===== config.mk =====
export PLATFORM = sky130hd
export DESIGN_NAME = input_conditioner
export DESIGN_NICKNAME = d
export VERILOG_FILES = /design/src/rtl/input_conditioner.sv
export SDC_FILE = /design/constraint.sdc
export NUM_CORES = 1
export LEC_CHECK = 0
export BUFFER_PORTS_ARGS = -buffer_cell sky130_fd_sc_hd__buf_2
export CAP_MARGIN = 20
export CORE_MARGIN = 2
export CORE_UTILIZATION = 47
export DETAILED_ROUTE_END_ITERATION = 16
export HOLD_SLACK_MARGIN = 0.08
export PLACE_DENSITY = 0.78
export SLEW_MARGIN = 40
export SYNTH_ARGS = -nofsm -noshare
export SYNTH_HDL_FRONTEND = slang
export SYNTH_SLANG_ARGS = --single-unit
export TNS_END_PERCENT = 20

===== constraint.sdc =====
create_clock -name clk -period 1.7 [get_ports clk]
set_clock_uncertainty 0.1 [all_clocks]
set_input_delay 0.51 -clock clk [delete_from_list [all_inputs] [get_ports clk]]
set_output_delay 0.51 -clock clk [all_outputs]
set_load 0.005 [all_outputs]

===== src/rtl/input_conditioner.sv =====
// input_conditioner: synchronizes and debounces a raw asynchronous input,
// then fans the clean level out to grouped, individually enabled copies.
// Edge pulses and a saturating transition count are provided for diagnostics.
module input_conditioner #(
    parameter int SYNC_STAGES     = 2,
    parameter int DEBOUNCE_CYCLES = 4,
    parameter int CNT_W           = 3,
    parameter int N_GROUPS        = 4,
    parameter int GROUP_SIZE      = 5
) (
    input  logic                           clk,
    input  logic                           rst_n,
    input  logic                           in,
    input  logic [N_GROUPS-1:0]            grp_en,
    output logic                           level,
    output logic                           rise,
    output logic                           fall,
    output logic [N_GROUPS*GROUP_SIZE-1:0] out,
    output logic [7:0]                     edge_cnt
);

    typedef enum logic [1:0] {
        LOW,
        RISE_PEND,
        HIGH,
        FALL_PEND
    } state_t;

    // Count value on which a pending change completes; with a single-cycle
    // debounce the pending states are skipped entirely.
    localparam logic [CNT_W-1:0] CNT_LAST   = CNT_W'(DEBOUNCE_CYCLES - 1);
    localparam bit               SINGLE_CYC = (DEBOUNCE_CYCLES == 1);

    logic [SYNC_STAGES-1:0]          r_sync;
    state_t                          r_state;
    logic [CNT_W-1:0]                r_cnt;
    logic                            r_level;
    logic                            r_rise;
    logic                            r_fall;
    logic [N_GROUPS*GROUP_SIZE-1:0]  r_out;
    logic [7:0]                      r_edgeCnt;
    logic                            w_syncOut;

    assign w_syncOut = r_sync[SYNC_STAGES-1];

    // Shift the raw input through the metastability chain.
    always_ff @(posedge clk) begin
        if (!rst_n) begin
            r_sync <= '0;
        end else begin
            r_sync <= {r_sync[SYNC_STAGES-2:0], in};
        end
    end

    // Debounce FSM: a level change needs DEBOUNCE_CYCLES consecutive
    // disagreeing samples; any agreeing sample drops back and discards the count.
    always_ff @(posedge clk) begin
        if (!rst_n) begin
            r_state <= LOW;
            r_cnt   <= '0;
            r_level <= 1'b0;
            r_rise  <= 1'b0;
            r_fall  <= 1'b0;
        end else begin
            r_rise <= 1'b0;
            r_fall <= 1'b0;
            case (r_state)
                LOW: begin
                    if (w_syncOut) begin
                        if (SINGLE_CYC) begin
                            r_state <= HIGH;
                            r_cnt   <= '0;
                            r_level <= 1'b1;
                            r_rise  <= 1'b1;
                        end else begin
                            r_state <= RISE_PEND;
                            r_cnt   <= CNT_W'(1);
                        end
                    end else begin
                        r_cnt <= '0;
                    end
                end
                RISE_PEND: begin
                    if (!w_syncOut) begin
                        r_state <= LOW;
                        r_cnt   <= '0;
                    end else if (r_cnt == CNT_LAST) begin
                        r_state <= HIGH;
                        r_cnt   <= '0;
                        r_level <= 1'b1;
                        r_rise  <= 1'b1;
                    end else begin
                        r_cnt <= r_cnt + CNT_W'(1);
                    end
                end
                HIGH: begin
                    if (!w_syncOut) begin
                        if (SINGLE_CYC) begin
                            r_state <= LOW;
                            r_cnt   <= '0;
                            r_level <= 1'b0;
                            r_fall  <= 1'b1;
                        end else begin
                            r_state <= FALL_PEND;
                            r_cnt   <= CNT_W'(1);
                        end
                    end else begin
                        r_cnt <= '0;
                    end
                end
                FALL_PEND: begin
                    if (w_syncOut) begin
                        r_state <= HIGH;
                        r_cnt   <= '0;
                    end else if (r_cnt == CNT_LAST) begin
                        r_state <= LOW;
                        r_cnt   <= '0;
                        r_level <= 1'b0;
                        r_fall  <= 1'b1;
                    end else begin
                        r_cnt <= r_cnt + CNT_W'(1);
                    end
                end
                default: begin
                    r_state <= LOW;
                    r_cnt   <= '0;
                    r_level <= 1'b0;
                end
            endcase
        end
    end

    // Register the gated fanout copies; enables act independently of level edges.
    always_ff @(posedge clk) begin
        if (!rst_n) begin
            r_out <= '0;
        end else begin
            for (int g = 0; g < N_GROUPS; g++) begin
                for (int i = 0; i < GROUP_SIZE; i++) begin
                    r_out[g*GROUP_SIZE+i] <= grp_en[g] & r_level;
                end
            end
        end
    end

    // Count every cycle carrying an edge pulse, sticking at full scale.
    always_ff @(posedge clk) begin
        if (!rst_n) begin
            r_edgeCnt <= '0;
        end else if ((r_rise | r_fall) && (r_edgeCnt != 8'hFF)) begin
            r_edgeCnt <= r_edgeCnt + 8'd1;
        end
    end

    assign level    = r_level;
    assign rise     = r_rise;
    assign fall     = r_fall;
    assign out      = r_out;
    assign edge_cnt = r_edgeCnt;

endmodule


After elaboration in Yosys (flattened, before gate mapping) --
Index checks and enable logic that the tools add are counted.
Operators by class: $add $sub $neg 2, eq/ne operators 13, multiplexer cells 19, bitwise gates (word level) 7, reduce and logical (&&, ||, !) cells 7
Operators by type and width (count):
- $mux W2 | 6
- $ne A2 B2 Y1 const B | 6
- $pmux W3 S4 | 1
- $mux W3 | 3
- $add A8 B1 Y8 const B | 1
- $ne A8 B8 Y1 const B | 1
- $pmux W2 S4 | 1
- $mux W1 | 7
- $ne A3 B3 Y1 const B | 2
- $reduce_and A5 Y1 | 1
- $and A1 B1 Y1 | 4
- $eq A2 B2 Y1 const B | 2
- $reduce_and A4 Y1 | 1
- $add A3 B1 Y3 const B | 1
- $eq A3 B2 Y1 const B | 1
- $reduce_and A3 Y1 | 1
- $reduce_or A3 Y1 | 1
- $eq A2 B1 Y1 const B | 1
- $logic_not A2 Y1 | 1
- $not A1 Y1 | 2
- $pmux W1 S2 | 1
- $reduce_bool A2 Y1 | 1
- $logic_and A1 B1 Y1 | 1
- $or A1 B1 Y1 | 1
Word-level totals: register bits after elaboration 34, bits of input ports 7, output and inout bits 31, word-level logic and storage cells 56

Depth between registers and ports, before layout --
depth in word-level cells 4, gate-level depth with buffers 4, depth with buffers taken out 4

Worst setup path before layout --
Ideal clock, no wire load.
path kind reg2reg, start register r_edgeCnt[0], in the netlist edge_cnt[0], end register r_edgeCnt[5], in the netlist edge_cnt[5], library setup time 136 ps, data arrival time 1211 ps, data required time 1464 ps, setup slack 253 ps, cell stages (with the launch flop) 5, buffers on the path 0, clock period less this slack 1447 ps, path through dfxtp_1 > ha_1 > and3_1 > a2111oi_0 > a211oi_1
On the way: word-level cells in the longest chain between the ends 2, elaborated cells on any way between the ends 3, classes of those cells add/sub (1); eq/ne (1); reduce/logical (1)
RTL lines:
- start: declaration | line 41 | logic [7:0] r_edgeCnt;
- start signal: assignment | line 151 | r_edgeCnt <= r_edgeCnt + 8'd1;
- parallel branches: the longest is 2 deep, another holds $add A8 B1 Y8
Several ways; the timed one is not identified. A chain may end at the register's enable or synchronous reset.

Worst setup path after layout --
Ends and elaborated chain as after synthesis.

==> reports/results.ini <==
[placed_design]
port_buffers=37
placed_area_um2=1081
dpl.cell_count=149
dp_hpwl_mm=1.283
place.gp.congestion=0.7887

[clocking]
cts-buffers-inserted=3
cts_hold_buf=0
cts_tree=built
cts_root_buffer=clkbuf_4
cts.sinks=22
cts_resized=0
cts-htree-levels=1
postCtsSetupRepairBufs=0
clockBufferDepth=2
clock_latency_ps=290
clk_pin_slew_ps=110

[timing]
setup_viol=0
rsz0062_at_grt=false
hold_slack_ps=319.1
final_min_period_over_clock_period_pct=93.91
hold_violations=0
max_slew_margin_pct=73.31
fin_crit_ps=1596
tns_ps=0
max_freq_mhz=626.4
worst_pin_slew_ps=390.2
maxSlewViolCount=0

[status]
status=completed

[setup_path]
crit_fanout=5
r2r_end=edge_cnt[5]
r2r-start=edge_cnt[0]
critPathKind=reg2reg
required_ps=1770
timing.reg2reg.setup_slack_ps=100
r2r_cells=4
crit_path_end_kind=flop
cp.arrival_ps=1660
start_kind=flop

[hold_path]
hp-class=in2reg
hold_end=r_sync[0]
hold_path_depth=2
min_from=in

[synthesis]
seq_area_frac_synth_pct=44.73
yosysWarnings=0
synth.ff_latch_count=22
postSynthCellCount=102
ys_types=33
netlist_area_um2=984.7
synth_fp_nets=111
synth_area_per_cell_um2=9.654

[power_and_ir_drop]
pwr-share-seq_pct=66.1
p_comb_share_pct=7.2
p_sw_uw=173.6
clkPwrFrac_pct=26.7
power_density_nw_per_um2=738.6
max-vdd-ir-drop_v=0.0004562
power.internal_uw=641.5
leakagePower_uw=0.0005608
switching_share_pct=21.30

[global_routing]
gr-total-overflow=0
grtUsageMet1_pct=17.94
grt_pass1_wl_mm=2.697
grt_pass1_vias=599
grt_max_degree=13
grt_util_met2_pct=22.67
busiest_layer=met2
antenna_found_initial=0
grtUsageMet3_pct=3.939
grtUsageTotal_pct=14.15

[floorplanning]
die_y_um=49.77
fp.dieW_um=49.77
io_pins=38
core-area_um2=1962
row_count=16
initial_core_util_pct=50.19
die-area_um2=2477

[final_layout]
fill_cells=191
layout-drive-gt1-share_pct=35.20
fin_cells=152
seq_area_um2=440.4
multi_input_area_um2=399.1
fin_area_um2=1104
nets=136
n_antenna_cell=0
area_growth_pct=12.07
fin_util_pct=56.25

[drt]
antenna_left=0
drt_wl_total_mm=1.662
vias=769
drtIter0Drc=12
wl_per_cell_um=10.93
vias_per_cell=5.059
drc=0
first_pass_iters=4

[flow_run]
maxCapViolCount=0

## layout by cell type, fill, tap and decap left out, types with 3 or more instances in the layout
master,count
a21oi_1,5
and3_1,6
buf_2,37
clkbuf_4,3
dfxtp_1,22
inv_1,4
mux2i_1,4
nand2_1,9
nor2_1,3
nor3b_1,3
## how the worst max path moves through the flow
stage                start     endpoint  cells after the start
6_report       edge_cnt[0]  edge_cnt[5]                      4
5_1_grt        edge_cnt[0]  edge_cnt[5]                      4
4_1_cts        edge_cnt[0]  edge_cnt[5]                      4
3_5_place_dp   edge_cnt[0]  edge_cnt[5]                      4
3_3_place_gp   edge_cnt[0]  edge_cnt[5]                      4
2_1_floorplan  edge_cnt[0]  edge_cnt[5]                      4
## layout make-up
class | count | share of cell area [%]
sequential | 22 | 39.91
multi-input combinational | 58 | 36.17
inverter | 4 | 1.361
clock buffer | 3 | 2.041
tap | 27 | 3.061
timing repair buffer | 38 | 17.46
## worst max-delay path: stages (launching register included)
cell and delay, ps:
dfxtp_1 370, ha_1 240, and3_1 220, a2111oi_0 430
a211oi_1 110
## state kept, by name (all words and copies together), names as in the netlist, named ones only
register,flops
rise,1
r_state,1
r_sync,2
r_cnt,3
fall,1
edge_cnt,8
out,4
level,1
## metrics by stage
step	total power, uW	setup WS, ps
after global routing	857.6	2.898
after floorplan	598.4	253.2
after CTS	829.9	133.5
after detailed placement	610.8	165.7
after global placement	609.1	218.5
final	815.1	103.5
## cells by family after synthesis
| family | share of synthesized area [%] |
|---|---|
| fa+ha+maj | 2.541 |
| buf+inv | 14.74 |
| mux | 4.066 |
| flops | 44.73 |
| simple gates | 18.42 |
| xor+xnor | 0.8896 |
| compound gates | 14.61 |
## cell usage after synthesis
library cell	number	area (um^2)
xor2_1	1	8.760
buf_4	16	120.1
o31ai_1	1	7.510
nand3b_1	1	7.510
a211oi_1	1	7.510
nor2_1	3	11.26
and4_4	1	11.26
dfxtp_1	22	440.4
o21ai_0	2	10.01
o41ai_1	1	8.760
o2111ai_2	1	15.01
a21boi_2	1	11.26
nand4_1	2	12.51
and3b_1	1	8.760
a2111oi_0	1	8.760
and2_1	2	12.51
inv_1	4	15.01
or2_0	1	6.260
nand2b_1	2	12.51
ha_1	2	25.02
a21boi_0	1	7.510
a21oi_1	5	25.02
a311oi_1	1	8.760
o211a_1	1	10.01
o21a_1	1	7.510
buf_2	2	10.01
and3_1	6	37.54
nor3b_1	3	22.52
nand2_1	9	33.78
nand3_1	1	5.000
mux2i_1	4	40.04
o211ai_1	1	7.510
o311ai_0	1	8.760
## power groups by stage
stage	registers, uW	clock network, uW	logic [uW]
after CTS	540	231	59.5
final	539	217	58.7
after detailed placement	551	0	59.6
after global placement	551	0	58.6
after floorplan	551	0	47.0
after global routing	542	250	65.5
## metal layers
| metal | share of wire [%] | up-vias |
|---|---|---|
| li1 | - | 392 |
| met1 | 47 | 343 |
| met2 | 45 | 32 |
| met3 | 7.4 | 2 |
| met4 | 0.90 | 0 |
| met5 | 0 | - |
(Power assumes the default switching activity.)
